`config.mk`:
```
export PLATFORM = sky130hd
export DESIGN_NAME = controle_temporizador
export DESIGN_NICKNAME = d
export VERILOG_FILES = /design/src/rtl/controle_temporizador.sv
export SDC_FILE = /design/constraint.sdc
export NUM_CORES = 1
export LEC_CHECK = 0
export ABC_AREA = 1
export BUFFER_PORTS_ARGS = -buffer_cell sky130_fd_sc_hd__buf_2
export CAP_MARGIN = 15
export CORE_ASPECT_RATIO = 1.1
export CORE_UTILIZATION = 55
export DETAILED_ROUTE_END_ITERATION = 16
export PLACE_DENSITY = 0.89
export SYNTH_ARGS = -nofsm -noshare
export SYNTH_HDL_FRONTEND = slang
export SYNTH_SLANG_ARGS = --single-unit
```
`constraint.sdc`:
```
create_clock -name clock -period 3.1 [get_ports clock]
set_clock_uncertainty 0.15 [all_clocks]
set_input_delay 0.93 -clock clock [delete_from_list [all_inputs] [get_ports clock]]
set_output_delay 0.93 -clock clock [all_outputs]
set_load 0.01 [all_outputs]
```
`src/rtl/controle_temporizador.sv`:
```
// Countdown-timer controller for a contador_163_n: loads a start value, steps it down once every
// TICK clocks, supports pause/resume and cancel, and reports halfway and expiry to the game FSM.
module controle_temporizador #(
  parameter int N    = 6,
  parameter int TICK = 1000
) (
  input  logic         clock,
  input  logic         reset,
  input  logic         iniciar,
  input  logic         pausar,
  input  logic         cancelar,
  input  logic [N-1:0] tempo,
  input  logic         cnt_zero,
  input  logic         cnt_half,
  output logic         cnt_clr,
  output logic         cnt_ld,
  output logic         cnt_ent,
  output logic         cnt_enp,
  output logic         cnt_sub,
  output logic [N-1:0] cnt_D,
  output logic         ativo,
  output logic         pausado,
  output logic         metade,
  output logic         fim,
  output logic [2:0]   estado_db
);

  localparam int PW = (TICK > 1) ? $clog2(TICK) : 1;
  localparam logic [PW-1:0] PRESC_MAX = PW'(TICK - 1);

  typedef enum logic [2:0] {
    OCIOSO  = 3'd0,
    CARREGA = 3'd1,
    CONTA   = 3'd2,
    PAUSA   = 3'd3,
    FIM     = 3'd4
  } state_t;

  state_t        state_q, state_d;
  logic [PW-1:0] presc_q, presc_d;
  logic [N-1:0]  d_q, d_d;
  logic          half_prev_q, half_prev_d;
  logic          metade_q, metade_d;
  logic          fim_q, fim_d;
  logic          presc_last;

  assign presc_last = (presc_q == PRESC_MAX);

  always_ff @(posedge clock or posedge reset) begin
    if (reset) begin
      state_q     <= OCIOSO;
      presc_q     <= '0;
      d_q         <= '0;
      half_prev_q <= 1'b0;
      metade_q    <= 1'b0;
      fim_q       <= 1'b0;
    end else begin
      state_q     <= state_d;
      presc_q     <= presc_d;
      d_q         <= d_d;
      half_prev_q <= half_prev_d;
      metade_q    <= metade_d;
      fim_q       <= fim_d;
    end
  end

  // fim_d marks every transition into FIM, including FIM re-entered from FIM by a zero start value.
  always_comb begin
    state_d = state_q;
    presc_d = presc_q;
    d_d     = d_q;
    fim_d   = 1'b0;
    unique case (state_q)
      OCIOSO: begin
        if (iniciar) begin
          if (tempo != '0) begin
            d_d     = tempo;
            state_d = CARREGA;
          end else begin
            state_d = FIM;
            fim_d   = 1'b1;
          end
        end
      end
      CARREGA: begin
        presc_d = '0;
        state_d = CONTA;
      end
      CONTA: begin
        presc_d = presc_last ? '0 : presc_q + PW'(1);
        if (cnt_zero) begin
          state_d = FIM;
          fim_d   = 1'b1;
        end else if (pausar) begin
          state_d = PAUSA;
        end
      end
      PAUSA: begin
        if (pausar) state_d = CONTA;
      end
      FIM: begin
        if (iniciar) begin
          d_d = tempo;
          if (tempo != '0) begin
            state_d = CARREGA;
          end else begin
            state_d = FIM;
            fim_d   = 1'b1;
          end
        end
      end
      default: state_d = OCIOSO;
    endcase
    if (cancelar && state_q != OCIOSO) begin
      state_d = OCIOSO;
      fim_d   = 1'b0;
    end
  end

  // The half-flag edge detector holds its history in PAUSA so resuming never fakes a rising edge.
  always_comb begin
    half_prev_d = (state_q == PAUSA) ? half_prev_q : cnt_half;
    metade_d    = (state_q == CONTA) && cnt_half && !half_prev_q;
  end

  always_comb begin
    cnt_clr   = (state_q != OCIOSO);
    cnt_ld    = (state_q != CARREGA);
    cnt_ent   = (state_q == CONTA);
    cnt_enp   = (state_q == CONTA) && presc_last && !cnt_zero;
    cnt_sub   = 1'b1;
    cnt_D     = d_q;
    ativo     = (state_q == CONTA) || (state_q == PAUSA);
    pausado   = (state_q == PAUSA);
    metade    = metade_q;
    fim       = fim_q;
    estado_db = state_q;
  end

endmodule

```
==> results of run 1 <==
[cells in the mapped netlist, types with 2 or more instances]
library cell	number	area share [%]
inv_1	22	6.7
xor2_1	3	2.1
nand2_1	45	14
nor2_1	12	3.7
o21ai_0	3	1.2
o21ai_1	8	3.2
nand2_2	4	2.0
dfrtp_1	22	45
nor3_1	2	0.81
nand3_1	15	6.1
inv_2	3	0.91
nor3_2	2	1.6
[state kept, by name, indices dropped and copies added, names as in the netlist]
name	count
presc_q	10
estado_db	3
cnt_D	6
half_prev_q	1
metade	1
fim	1
[worst max-delay path, delay by kind of cell (launching register included)]
family / cells / cell delay (ns)
adders and majority gates: 1 / 0.21
and+or+nand+nor: 5 / 0.52
buffers and inverters: 2 / 0.25
DFF: 1 / 0.42
[metal layers]
| layer | share of wire (%) | vias to the layer above | track usage (%) | routed length [um] |
|---|---|---|---|---|
| li1 | - | 566 | - | - |
| met1 | 45 | 507 | 28.3 | 1090 |
| met2 | 49 | 41 | 41.7 | 1190 |
| met3 | 4.8 | 6 | 3.47 | 117 |
| met4 | 1.8 | 0 | 11.0 | 44 |
| met5 | 0 | - | 0 | 0 |
[worst min-delay path by stage]
stage	end	startpoint	cells past startpoint	slack, ns
6_report	metade	half_prev_q	1	0.29
5_1_grt	metade	half_prev_q	1	0.33
4_1_cts	metade	half_prev_q	1	0.30
3_5_place_dp	metade	half_prev_q	1	0.28
3_3_place_gp	metade	half_prev_q	1	0.28
2_1_floorplan	metade	half_prev_q	1	0.26
[through the flow]
step	utilization (%)	cell area, sq um	total power, mW	hold slack (ns)	cells
after floorplan	-	1230	0.731	0.260	159
after global placement	67.6	1400	0.857	0.281	214
after detailed placement	67.6	1400	0.872	0.282	214
after CTS	69.4	1430	1.03	0.300	218
after global routing	69.4	1430	1.11	0.325	218
final	69.4	1430	1.02	0.292	218
[logic make-up after synthesis]
family / after synthesis / synth area share (%)
flip-flops: 22 / 44.6
buffers and inverters: 27 / 9.13
adder cells (fa/ha/maj): 1 / 1.01
XOR/XNOR: 3 / 2.13
AND/OR/NAND/NOR: 87 / 33.2
other: 1 / 0.304
AO/OA/AOI/OAI: 18 / 9.64
[layout by cell type, fill, tap and decap left out, drive strengths merged]
cell / synthesis / final
o32ai: 1 / 1
ha: 1 / 1
nand3: 15 / 15
xor2: 3 / 3
nand4: 1 / 1
nor3b: 1 / 1
a21oi: 2 / 2
o21ai: 11 / 11
clkbuf: 0 / 4
nor3: 5 / 5
o21bai: 2 / 2
o31ai: 1 / 1
nor2: 14 / 14
nand2: 50 / 50
a21boi: 1 / 1
conb: 1 / 1
or2: 1 / 1
dfrtp: 22 / 22
buf: 2 / 29
inv: 25 / 25
[cell type report]
cell class	instances	area (sq um)
Clock buffer	4	36.3
Fill cell	180	632
Inverter	25	93.8
Multi-Input combinational cell	110	571
Sequential cell	22	551
Tap cell	28	35.0
Timing Repair Buffer	29	145
[power by group through the flow]
stage / Sequential (mW) / Combinational (mW) / Clock (mW)
CTS: 0.426 / 0.443 / 0.162
finish: 0.427 / 0.441 / 0.157
global placement: 0.428 / 0.429 / 0
floorplan: 0.450 / 0.281 / 0
detailed placement: 0.430 / 0.442 / 0
global route: 0.438 / 0.499 / 0.174
==> qor.txt, run 1 <==
Status = complete, no violations
Max Transition Viols Final = 0
Max Cap Viol = 0
CTS tree = done
Setup TNS = 0 ns
H-tree depth = 1
Asr flop ratio synth = 100%
Mapped cell area = 0.00123 sq mm
Critical path, cell by cell = ha_1, nand2_1, inv_1, nand2_1, nor2_1, nand2_1, nor2_1, buf_2
Critical Path Start = presc_q[0]
Drt first-iter violations = 24
Root buffer cell = clkbuf_4
Setup WS post-layout = 0.321 ns
Slowest cell on the critical path = dfrtp_1
Post-route minimum period = 2.78 ns
Post-route ant nets = 0
I/O Buffers = 29
Fin. Hold Viols = 0
Clock-pin slew on the worst setup and hold paths = 0.12 ns
Ant. Diodes = 0
Endpoints failing setup = 0
Fmax = 360 MHz
Nets@finish = 205
Clock network power share = 15.4%
DP Worst Slack = 0.593 ns
Sink Count = 22
CP Launch Type = register
Power Density = 716 mW/mm^2
R2R Path End = presc_q[9]
Period utilisation layout = 89.6%
Slew @ Worst Pin = 0.801 ns
Initial antenna violation count = 0
RSZ-0062 raised after global routing = false
Reg power frac = 41.6%
Yosys reg bits = 22
Worst Path Max Fanout = 4
Switching Fraction = 41.8%
CORE AREA = 0.00206 sq mm
Crit end category = output pin
Unique cell type count in the Yosys netlist = 30
Resized Gates After CTS = 0
Num CTS Buffers = 3
Critical path type = reg2out
Mapped Cells = 159
Cells on worst reg2reg path = 8
Hold WC Path Type = reg2reg
Yosys warns = 0
Int Power = 596 uW
FF-to-FF setup slack = 1.43 ns
Post-CTS setup buffer count = 0
P_leak = 0.810 nW
CP peak stage delay = 0.42 ns
Syn Area/Cell = 7.76 sq um
Number of global-route vias before repair = 1078
Dpl hpwl = 1920 um
Slew HR = 46.6%
CP endpoint = cnt_enp
Combinational power share = 43.0%
Via count = 1120
Drc violations = 0
WP data arrival = 1.70 ns
Ys flop type = dfrtp_1
Die width = 47.2 um
Drt total wl = 2440 um
Die H = 51.7 um
Ports = 31
Clock latency at the later pin of the worst-skew pair = 0.31 ns
Row count = 17
Pin count of the biggest net entering global routing = 23
First drt pass iteration count = 4
Die area = 0.00244 sq mm
Syn nets = 173
Global placer's final weighted congestion = 0.953
Number of synthesized flops with an enable pin = 0
First-pass GRT wire length = 4200 um
Area grow syn2layout = 16.0%
WP data required = 2.02 ns
Tot GR Track Use = 24.0%
Most used cell, CP = nand2_1
Clk buf depth = 2
Seq/Total Area, Yosys = 44.6%
Reg-to-reg startpoint = presc_q[0]
Initial core utilization = 59.8%
Switching power total = 428 uW
Hold Buf Count CTS = 0
Gr ovfl total = 0
Maximum VDD drop = 499 uV
Vias per std cell = 5.14
Ratio of cells with drive above 1 in the final layout = 25.8%
Routed length per instance = 11.2 um
Power figures use the tool's default switching activity.
==> run 2, diff against run 1 <==
--- a/config.mk
+++ b/config.mk
@@ -5,13 +5,13 @@
 export SDC_FILE = /design/constraint.sdc
 export NUM_CORES = 1
 export LEC_CHECK = 0
-export ABC_AREA = 1
 export BUFFER_PORTS_ARGS = -buffer_cell sky130_fd_sc_hd__buf_2
 export CAP_MARGIN = 15
 export CORE_ASPECT_RATIO = 1.1
 export CORE_UTILIZATION = 55
 export DETAILED_ROUTE_END_ITERATION = 16
-export PLACE_DENSITY = 0.89
+export HOLD_SLACK_MARGIN = 0.08
+export PLACE_DENSITY = 0.9
 export SYNTH_ARGS = -nofsm -noshare
 export SYNTH_HDL_FRONTEND = slang
 export SYNTH_SLANG_ARGS = --single-unit
==> run 2 against run 1 <==
Utilization is 1.7 points lower. Fmax is 6.9% lower. Register-to-register slack got worse by 0.38 ns. Cell area decreased by 5.5%. Sequential power shrank 5.2%. First-iteration DRC count rose by 29%. Final cell count is 19% lower. Power decreased by 6.5%. Die area down 6.3%. Sequential cell count unchanged. Critical path type unchanged. Largest cell class is now registers. Largest power group is now registers. Highest routed layer unchanged.
==> qor.txt, run 2 <==
Routed length per instance = 13.0 um
Compound-cell area share of the yosys netlist = 14.5%
Adder-cell share of the synthesized area = 1.09%
Filler Cell Count = 177
DP Worst Slack = 0.467 ns
Commonest non-fill, non-tap cell in the layout = buf_2
Clock latency at the later pin of the worst-skew pair = 0.30 ns
Mapped cell area = 0.00115 sq mm
Resized Gates After CTS = 0
Number of global-route vias before repair = 922
Hold_sp = half_prev_q
CP Launch Type = register
Ratio of cells with drive above 1 in the final layout = 29.5%
Fin cells = 177
Critical path type = reg2out
Root buffer cell = clkbuf_4
Critical Path Start = estado_db[1]
Post-CTS setup buffer count = 0
Yosys reg bits = 22
Hold Buf Count CTS = 0
Largest register FFs = 10
Syn Area/Cell = 9.77 sq um
Most frequent cells in the layout = buf_2, dfrtp_1, nand2_1, nor2_1
Die width = 45.6 um
H-tree depth = 1
Reg-to-reg startpoint = estado_db[1]
Power Density = 708 mW/mm^2
Max Cap Viol = 0
Clock-pin slew on the worst setup and hold paths = 0.12 ns
Mux cell area share after synthesis = 6.84%
Count leader, synth = dfrtp_1
CTS tree = done
Hold slack = 0.291 ns
Initial antenna violation count = 0
Sink Count = 22
Gr ovfl total = 0
Share of the synthesized area in the top cell type = 47.8%
Setup TNS = 0 ns
Seq/Total Area, Yosys = 47.8%
Syn nets = 132
CORE AREA = 0.00200 sq mm
First drt pass iteration count = 4
Ant. Diodes = 0
Initial core utilization = 57.6%
Die area = 0.00228 sq mm
WP data required = 2.02 ns
Period utilisation layout = 96.3%
Register name with the most flops = presc_q
Fmax = 335 MHz
Die H = 50.0 um
Slew HR = 46.6%
First-pass GRT wire length = 3950 um
Nets@finish = 164
Drc violations = 0
Post-Place Cells = 173
Worst Path Max Fanout = 11
Tot GR Track Use = 23.6%
Endpoints failing setup = 0
Post-Synth Simple-Gate Area = 22.8%
Status = complete, no violations
Xor/xnor cell area share of the yosys netlist = 1.52%
Drt first-iter violations = 31
Slew @ Worst Pin = 0.800 ns
WP data arrival = 1.90 ns
Ys flop type = dfrtp_1
Fin. Hold Viols = 0
Top cells by count, synth = dfrtp_1, nand2_1, nor2_1
Post-route ant nets = 0
Crit end category = output pin
Area grow syn2layout = 17.4%
Clk buf depth = 2
Hold WC Path Type = reg2reg
Mapped Cells = 118
Asr flop ratio synth = 100%
Post-route minimum period = 2.98 ns
Drt total wl = 2310 um
Max Transition Viols Final = 0
Pin count of the biggest net entering global routing = 23
RSZ-0062 raised after global routing = false
Yosys warns = 0
Area leader, netlist = dfrtp_1
Via count = 985
I/O Buffers = 29
Ports = 31
Total power = 958 uW
Main combinational cell family by area after synthesis = simple AND/OR/NAND/NOR gates
Dpl hpwl = 1750 um
Global placer's final weighted congestion = 0.879
Vias per std cell = 5.56
Unique cell type count in the Yosys netlist = 40
Number of synthesized flops with an enable pin = 0
Maximum VDD drop = 350 uV
Num CTS Buffers = 3
Row count = 17
Setup WS post-layout = 0.116 ns
Area contributors post-synth = dfrtp_1, mux2_1, nand2_1
P_leak = 0.630 nW
[run 2: cell types whose count changed after synthesis, sizes merged, moves of 5 or more]
| cell | before | now |
|---|---|---|
| nand3 | 15 | 4 |
| nor4 | 0 | 5 |
| inv | 25 | 6 |
| nor2 | 14 | 7 |
| nand2 | 50 | 14 |
| mux2 | 0 | 7 |
[run 2: per-layer routing]
metal | wire, um | global-route usage, %
met1 | 1030 | 30.4
met2 | 1130 | 38.3
met3 | 112 | 2.20
met4 | 34 | 11.1
met5 | 0 | 0
[run 2: worst paths after layout]
path                              endpoint  slack [ns]  cells past startpoint
min in group asynchronous         cnt_D[0]        0.60                      2
worst max register to register  presc_q[9]        1.05                      6
worst min-delay path                metade        0.29                      1
max in group asynchronous         cnt_D[4]        1.70                      2
worst max-delay path               cnt_enp        0.12                      4
worst min register to register      metade        0.29                      1
[run 2: layout make-up]
| cell class | instances | area [sq um] | area share (%) |
|---|---|---|---|
| Clock buffer | 4 | 36.3 | 2.68 |
| Inverter | 7 | 27.5 | 2.04 |
| Multi-Input combinational cell | 85 | 543 | 40.1 |
| Sequential cell | 22 | 551 | 40.7 |
| Tap cell | 28 | 35.0 | 2.59 |
| Timing Repair Buffer | 31 | 160 | 11.8 |
[run 2: where the power goes]
part	total [mW]	switching [mW]	internal, mW
Combinational	0.397	0.227	0.169
Sequential	0.405	0.0494	0.355
Clock	0.157	0.0851	0.0717
[run 2: metrics by stage]
step | utilization, % | instance area [sq um]
after detailed placement | 65.8 | 1320
after global placement | 65.8 | 1320
after global routing | 67.6 | 1350
after floorplan | - | 1150
after CTS | 67.6 | 1350
final | 67.6 | 1350
[run 2: cell families (layout without fill, tap and decap cells)]
family          after synthesis  in the layout
compound gates               26             26
xor+xnor                      2              2
fa+ha+maj                     1              1
buf+inv                      11             42
flops                        22             22
mux                           7              7
other cells                   1              1
simple gates                 48             48
[run 2: critical path: stages (launching register included)]
cell	delay, ns
dfrtp_1	0.55
or3b_1	0.40
or2_1	0.27
nor3_1	0.20
buf_2	0.18
==> run 3, diff against run 2 <==
==> constraint.sdc (replaced) <==
create_clock -name clock -period 3.1 [get_ports clock]
set_clock_uncertainty 0.15 [all_clocks]
set_input_delay 0.93 -clock clock [delete_from_list [all_inputs] [get_ports clock]]
set_output_delay 0.93 -clock clock [all_outputs]
set_load 0.02 [all_outputs]
==> run 3 against run 2 <==
Critical path depth is the same. Sequential power is essentially flat. Routed wire length grew 1.3%. Critical path type unchanged. Largest power group is now combinational cells.
==> qor.txt, run 3 (same netlist as run 2, synthesis figures left out) <==
Num CTS Buffers = 3
Die width = 45.6 um
Most frequent cells in the layout = buf_2, dfrtp_1, nand2_1, nor2_1
Crit end category = output pin
First-pass GRT wire length = 3900 um
Hold WC Path Type = reg2reg
Max Cap Viol = 0
CP peak stage delay = 0.53 ns
Clock latency at the later pin of the worst-skew pair = 0.30 ns
Pin count of the biggest net entering global routing = 23
Setup TNS = 0 ns
Clock-pin slew on the worst setup and hold paths = 0.12 ns
Gr ovfl total = 0
Routed length per instance = 13.2 um
Max Transition Viols Final = 0
Slowest cell on the critical path = dfrtp_1
Fin. Hold Viols = 0
Drt total wl = 2340 um
Via count = 989
Nets@finish = 164
Endpoints failing setup = 0
Post-CTS setup buffer count = 0
Ant. Diodes = 0
Initial core utilization = 57.6%
Root buffer cell = clkbuf_4
WP data arrival = 1.83 ns
Vias per std cell = 5.59
First drt pass iteration count = 4
P_leak = 0.630 nW
Slew @ Worst Pin = 0.834 ns
Tot GR Track Use = 23.2%
Multi-input gate area = 543 sq um
Sink Count = 22
Post-route ant nets = 0
Critical Path Start = estado_db[1]
Clk buf depth = 2
Die area = 0.00228 sq mm
Initial antenna violation count = 0
Die H = 50.0 um
RSZ-0062 raised after global routing = false
Reg-to-reg startpoint = estado_db[1]
CTS tree = done
Row count = 17
Commonest non-fill, non-tap cell in the layout = buf_2
Ratio of cells with drive above 1 in the final layout = 29.5%
Combinational power share = 45.4%
Final Util = 67.6%
Crit-path leading delay family = simple AND/OR/NAND/NOR gates
WP data required = 2.02 ns
Bufs and invs on worst path = 1
Filler Cell Count = 175
Largest register FFs = 10
Maximum VDD drop = 434 uV
Ports = 31
Int Power = 597 uW
Critical path, cell by cell = or3b_1, or2_1, nor3_1, buf_2
Switching power total = 426 uW
CP Launch Type = register
I/O Buffers = 29
FF-to-FF setup slack = 1.09 ns
Worst Path Max Fanout = 11
CORE AREA = 0.00200 sq mm
Global placer's final weighted congestion = 0.892
Hold Buf Count CTS = 0
Hold_sp = half_prev_q
H-tree depth = 1
Period utilisation layout = 93.7%
Switching Fraction = 41.6%
Clock network power share = 15.2%
Reg power frac = 39.5%
Register name with the most flops = presc_q
Slew HR = 44.3%
Post-route minimum period = 2.91 ns
Drc violations = 0
Resized Gates After CTS = 0
Reg area = 551 sq um
Critical path type = reg2out
Number of global-route vias before repair = 890
Drt first-iter violations = 33
Fmax = 344 MHz
Status = complete, no violations
Dpl hpwl = 1740 um
Post-Place Cells = 173
Power Density = 756 mW/mm^2
Area grow syn2layout = 17.4%
Fin cells = 177
run 3: cell counts in the layout (fill, tap and decap cells not counted):
No cell type changed its count.
run 3: cell type report:
cell class / instances / area share, %
Inverter: 7 / 2.04
Multi-Input combinational cell: 85 / 40.1
Sequential cell: 22 / 40.7
Clock buffer: 4 / 2.68
Timing Repair Buffer: 31 / 11.8
Tap cell: 28 / 2.59
run 3: through the flow:
| step | hold WS [ns] | power, mW | instance area, sq um | setup WS [ns] |
|---|---|---|---|---|
| after floorplan | 0.253 | 0.736 | 1150 | 0.193 |
| after detailed placement | 0.279 | 0.873 | 1320 | 0.470 |
| after CTS | 0.298 | 1.03 | 1350 | 0.199 |
| after global routing | 0.302 | 1.09 | 1350 | 0.117 |
| after global placement | 0.263 | 0.858 | 1320 | 0.527 |
| final | 0.294 | 1.02 | 1350 | 0.194 |
run 3: final timing paths:
check                                to  cells after the start
min in group asynchronous  estado_db[1]                      2
setup reg to reg             presc_q[3]                      6
hold reg to reg                  metade                      1
max in group asynchronous      cnt_D[5]                      2
hold / removal                   metade                      1
setup / recovery                cnt_enp                      4
run 3: power by group through the flow:
stage | Clock [mW] | Combinational [mW] | Sequential, mW
global route | 0.171 | 0.506 | 0.414
global placement | 0 | 0.453 | 0.405
floorplan | 0 | 0.268 | 0.468
CTS | 0.157 | 0.466 | 0.403
detailed placement | 0 | 0.464 | 0.410
finish | 0.155 | 0.464 | 0.404
run 3: metal layers:
layer / global-route usage, % / vias up / share of wire, %
met2: 36.2 / 33 / 49
met1: 30.7 / 471 / 44
met3: 4.40 / 6 / 5.1
met4: 9.60 / 0 / 1.4
met5: 0 / - / 0
li1: - / 479 / -
run 3: worst reg2reg max path, cell delays in order, from the launching register on:
cell	delay (ns)
dfrtp_1	0.53
or3b_1	0.40
buf_4	0.19
clkinv_2	0.10
o31ai_1	0.16
or3_1	0.38
nand3_1	0.07
